`src/rtl/fpadd_ctrl.sv`:
```
// fpadd_ctrl: sequencer and two-port round-robin arbiter for a shared,
// non-pipelined FP adder datapath (mask -> align -> alu -> normal -> pack).
// One operand pair is in flight at a time; the packed result is captured
// and returned together with the ID of the requester that issued it.
// Optional feature macro: FPADD_CTRL_ZERO_BYPASS_EN (zero-operand bypass).
module fpadd_ctrl #(
    parameter int unsigned DATA_W  = 32,
    parameter bit          RR_INIT = 1'b0
) (
    input  logic              clk,
    input  logic              reset,
    input  logic              req0_valid,
    output logic              req0_ready,
    input  logic [DATA_W-1:0] req0_a,
    input  logic [DATA_W-1:0] req0_b,
    input  logic              req1_valid,
    output logic              req1_ready,
    input  logic [DATA_W-1:0] req1_a,
    input  logic [DATA_W-1:0] req1_b,
    output logic [DATA_W-1:0] dp_a,
    output logic [DATA_W-1:0] dp_b,
    output logic [4:0]        dp_stage_en,
    input  logic [DATA_W-1:0] dp_result,
    output logic              resp_valid,
    input  logic              resp_ready,
    output logic              resp_id,
    output logic [DATA_W-1:0] resp_result
);

    typedef enum logic [2:0] {
        IDLE,
        S_MASK,
        S_ALIGN,
        S_ALU,
        S_NORM,
        S_PACK,
        CAPTURE,
        DONE
    } state_t;

    state_t            state_q, state_d;
    logic              rr_q, rr_d;          // requester favoured when both are valid
    logic [DATA_W-1:0] dp_a_q, dp_a_d;
    logic [DATA_W-1:0] dp_b_q, dp_b_d;
    logic              resp_id_q, resp_id_d;
    logic [DATA_W-1:0] resp_result_q, resp_result_d;

    logic              gnt0, gnt1;
    logic [4:0]        stage_en;
    logic              done_valid;
    logic [DATA_W-1:0] sel_a, sel_b;

`ifdef FPADD_CTRL_ZERO_BYPASS_EN
    logic              a_zero, b_zero;
`endif

    // State and datapath-facing registers; reset aborts any operation
    always_ff @(posedge clk) begin
        if (reset) begin
            state_q       <= IDLE;
            rr_q          <= RR_INIT;
            dp_a_q        <= '0;
            dp_b_q        <= '0;
            resp_id_q     <= 1'b0;
            resp_result_q <= '0;
        end else begin
            state_q       <= state_d;
            rr_q          <= rr_d;
            dp_a_q        <= dp_a_d;
            dp_b_q        <= dp_b_d;
            resp_id_q     <= resp_id_d;
            resp_result_q <= resp_result_d;
        end
    end

    // Arbitration, stage sequencing and next-state logic
    always_comb begin
        state_d       = state_q;
        rr_d          = rr_q;
        dp_a_d        = dp_a_q;
        dp_b_d        = dp_b_q;
        resp_id_d     = resp_id_q;
        resp_result_d = resp_result_q;
        gnt0          = 1'b0;
        gnt1          = 1'b0;
        stage_en      = '0;
        done_valid    = 1'b0;
        sel_a         = gnt1 ? req1_a : req0_a;
        sel_b         = gnt1 ? req1_b : req0_b;
`ifdef FPADD_CTRL_ZERO_BYPASS_EN
        a_zero        = 1'b0;
        b_zero        = 1'b0;
`endif

        unique case (state_q)
            IDLE: begin
                gnt0  = req0_valid & (~req1_valid | ~rr_q);
                gnt1  = req1_valid & (~req0_valid |  rr_q);
                sel_a = gnt1 ? req1_a : req0_a;
                sel_b = gnt1 ? req1_b : req0_b;
                if (gnt0 | gnt1) begin
                    dp_a_d    = sel_a;
                    dp_b_d    = sel_b;
                    resp_id_d = gnt1;
                    rr_d      = ~gnt1;
                    state_d   = S_MASK;
`ifdef FPADD_CTRL_ZERO_BYPASS_EN
                    a_zero = ~|sel_a[DATA_W-2:0];
                    b_zero = ~|sel_b[DATA_W-2:0];
                    if (a_zero & b_zero) begin
                        resp_result_d = {sel_a[DATA_W-1] & sel_b[DATA_W-1], {(DATA_W-1){1'b0}}};
                        state_d       = DONE;
                    end else if (a_zero) begin
                        resp_result_d = sel_b;
                        state_d       = DONE;
                    end else if (b_zero) begin
                        resp_result_d = sel_a;
                        state_d       = DONE;
                    end
`endif
                end
            end
            S_MASK: begin
                stage_en = 5'b00001;
                state_d  = S_ALIGN;
            end
            S_ALIGN: begin
                stage_en = 5'b00010;
                state_d  = S_ALU;
            end
            S_ALU: begin
                stage_en = 5'b00100;
                state_d  = S_NORM;
            end
            S_NORM: begin
                stage_en = 5'b01000;
                state_d  = S_PACK;
            end
            S_PACK: begin
                stage_en = 5'b10000;
                state_d  = CAPTURE;
            end
            CAPTURE: begin
                resp_result_d = dp_result;
                state_d       = DONE;
            end
            DONE: begin
                done_valid = 1'b1;
                if (resp_ready) begin
                    state_d = IDLE;
                end
            end
            default: begin
                state_d = IDLE;
            end
        endcase
    end

    // Combinational outputs are forced low while reset is asserted
    assign req0_ready  = gnt0 & ~reset;
    assign req1_ready  = gnt1 & ~reset;
    assign dp_stage_en = reset ? 5'b00000 : stage_en;
    assign resp_valid  = done_valid & ~reset;
    assign dp_a        = dp_a_q;
    assign dp_b        = dp_b_q;
    assign resp_id     = resp_id_q;
    assign resp_result = resp_result_q;

endmodule
```
`config.mk`:
```
export PLATFORM = sky130hd
export DESIGN_NAME = fpadd_ctrl
export DESIGN_NICKNAME = d
export VERILOG_FILES = /design/src/rtl/fpadd_ctrl.sv
export SDC_FILE = /design/constraint.sdc
export NUM_CORES = 1
export LEC_CHECK = 0
export CORE_UTILIZATION = 36
export DETAILED_ROUTE_END_ITERATION = 6
export HOLD_SLACK_MARGIN = 0.1
export PLACE_DENSITY = 0.8
export SYNTH_ARGS = -nofsm -noshare
export SYNTH_HDL_FRONTEND = slang
export SYNTH_SLANG_ARGS = --single-unit
```
`constraint.sdc`:
```
create_clock -name clk -period 2.05 [get_ports clk]
set_input_delay 0.3075 -clock clk [delete_from_list [all_inputs] [get_ports clk]]
set_output_delay 0.3075 -clock clk [all_outputs]
set_load 0.01 [all_outputs]
```
==> results.toml <==
[finish]
fin_area_sq_um = 7230
areaGrowthSynthToFinish_pct = 76.6
layout.nets = 844
fillers = 893
final_cell_mix = "261 x clkdlybuf4s50_1, 101 x dfxtp_1, 67 x nand2_1"
layout_commonest_cell = "clkdlybuf4s50_1"
diodes = 0
drive_above_1_share = 0.0906

[power_and_ir_drop]
pwr-share-comb = 0.249
swShare = 0.256
clockPowerShare = 0.338
power_mw = 5.41
internal_power_mw = 4.03
p_leak_nw = 2.56
ir_drop_mv = 0.493
p_seq_frac = 0.413
power_switching_mw = 1.38
p_per_area_nw_per_um2 = 748

[placement]
place_hpwl_mm = 10.5
place_congestion = 0.849
dpl_cell_area_sq_um = 6890
port_buffers = 269

[setup_path]
r2r-start = "state_q[2]"
reg2reg_slack_ns = 0.42
path_max_fanout = 11
worstReg2RegEnd = "dp_a[5]"
cp-end-kind = "primary output"
cp.arrival_ns = 1.63
critPathMaxStageDelay_ns = 0.54
slowest_stage = "clkdlybuf4s50_1"
crit_path_start_kind = "flop"
crit_type = "flop to primary output"
crit_required_ns = 1.74
crit_chain = "buf_4, nand2b_1, nor2_1, clkdlybuf4s50_1"
reg2reg_depth = 4

[global_route]
grt_pass1_wl_mm = 22.2
grt-ovfl-total = 0
grt_pass1_vias = 4404
grt_usage = 0.244
antenna_found_initial = 0
grt_start_max_net_pins = 47

[timing]
slew_headroom = 0.673
worst_slew_pin_slew_ns = 0.490
setup_violations = 0
rsz0062_at_grt = "false"
fin_crit_ns = 1.94
drv_slew = 0
finalHoldViolCount = 0
finalCritPeriodShare = 0.947
fin_skew_ns = 0.00588
hold_slack_ns = 0.329
max_freq_mhz = 515

[floorplanning]
io_pins = 270
die_area_sq_um = 11800
initial_utilization = 0.374
die_x_microns = 109
fp.coreArea_sq_um = 10900
die_h_microns = 109
rows = 38

[detailed_routing]
drtPass1Iterations = 4
drcViolationCount = 0
initialDrtViolationCount = 240
wl_mm = 14.6
routedWlPerCell_microns = 17.8
viasPerCell = 5.37
via_count = 4424
postRouteAntennaNets = 0

[clock_network]
cts_inserted_buffers = 9
clk_pin_slew_ns = 0.07
clk_latency_ns = 0.34
cts.sinks = 101
cts_root_buf = "clkbuf_16"
cts_tree = "yes"
clockBufferDepth = 2
h-tree-depth = 3

[synthesis]
ys_ff_latch = 101
yosys.area.top_type_share = 0.494
syn_nets = 594
ys_seq_area_frac = 0.494
synth.top_cells.by_area = "dfxtp_1 49%, a32oi_1 9.6%, o2bb2ai_1 9.6%"
syn_area_sq_um = 4090
synth_top_area_cell = "dfxtp_1"
yosys_warnings = 0
synthCells = 429
synth.avg_cell_area_sq_um = 9.54
synth_cell_type_count = 32

[job]
maxCapViolations = 0

[run_status]
status = "finished clean"

[min_path]
worstHoldPathCells = 2
min_from = "req1_valid"
min_to = "rr_q"
hold_class = "input pin to flop"
## registers in the layout, summed over array words and instances (netlist names)
name and count:
dp_a 32, state_q 3, dp_b 32, resp_result 32, rr_q 1, resp_id 1
## layer usage
metal,share of wire,global-route usage,up-vias
met2,0.51,0.426,180
li1,-,-,2122
met3,0.072,0.0723,30
met4,0.030,0.120,0
met1,0.39,0.270,2092
met5,0,0,-
## metrics by stage
step	std cells	setup TNS, ns	setup WS [ns]	utilization
floorplan	429	0	0.320	-
global placement	808	-0.000824	-0.000824	0.630
detailed placement	808	-0.853	-0.0531	0.630
CTS	824	0	0.0381	0.660
global route	824	0	0.0246	0.661
finish	824	0	0.108	0.661
## logic make-up after synthesis
family                 Yosys count  synth area share
buffers and inverters           68            0.0789
AOI/OAI and AO/OA              171             0.331
and+or+nand+nor                 89            0.0960
DFF                            101             0.494
## worst max-delay path by stage
stage | slack, ns | from | endpoint
final | 0.11 | state_q[2] | dp_stage_en[2]
after global routing | 0.02 | state_q[2] | dp_stage_en[2]
after CTS | 0.04 | state_q[2] | dp_stage_en[0]
after detailed placement | -0.05 | req0_valid | dp_a[1]
after global placement | -0.0008 | reset | req0_ready
after floorplan | 0.32 | reset | req1_ready
## power groups by stage
| stage | Sequential (mW) | Clock (mW) | Combinational, mW |
|---|---|---|---|
| after floorplan | 2.34 | 0 | 0.478 |
| after global placement | 2.27 | 0 | 1.31 |
| after detailed placement | 2.28 | 0 | 1.34 |
| after CTS | 2.24 | 1.88 | 1.35 |
| after global routing | 2.26 | 1.95 | 1.45 |
| final | 2.24 | 1.83 | 1.35 |
## critical path: cells and delay by family (launching register included)
family / cells / cell delay, ns
flip-flops: 1 / 0.31
buffers and inverters: 2 / 0.71
AND/OR/NAND/NOR: 2 / 0.28
## synth_stat cells
cell	n
dfxtp_1	101
o221a_2	17
nor2b_1	2
nand3b_1	1
or2_2	1
o2bb2ai_1	45
nor3_4	1
a21oi_2	1
and3b_1	1
a311oi_1	1
a31oi_1	1
a2bb2o_1	1
and4_1	1
o21ai_0	2
nand3_1	1
nor2_1	4
a32oi_1	45
buf_1	2
nor3_1	4
a21boi_0	1
nand2b_1	4
nand2_1	67
o22ai_1	19
or4_1	1
buf_6	7
a21oi_1	35
o21bai_1	1
nor4b_1	1
o221a_1	2
buf_2	12
clkbuf_1	27
inv_1	20
## final cells by class
cell class	instances	area, sq um	share of cell area
well taps	140	175	0.0242
inverters	20	75.1	0.0104
multi-input cells	260	1780	0.246
clock inverters	6	86.3	0.0119
flip-flops and latches	101	2020	0.280
clock buffers	10	239	0.0331
repair buffers	287	2860	0.395
## timing repair
item	in CTS	in global routing
gates cloned	0	0
hold buffers	0	0
setup buffers	0	0
setup endpoints to repair	3	4
gates resized for setup	9	4
No activity file was read; power rests on OpenSTA's default activity.
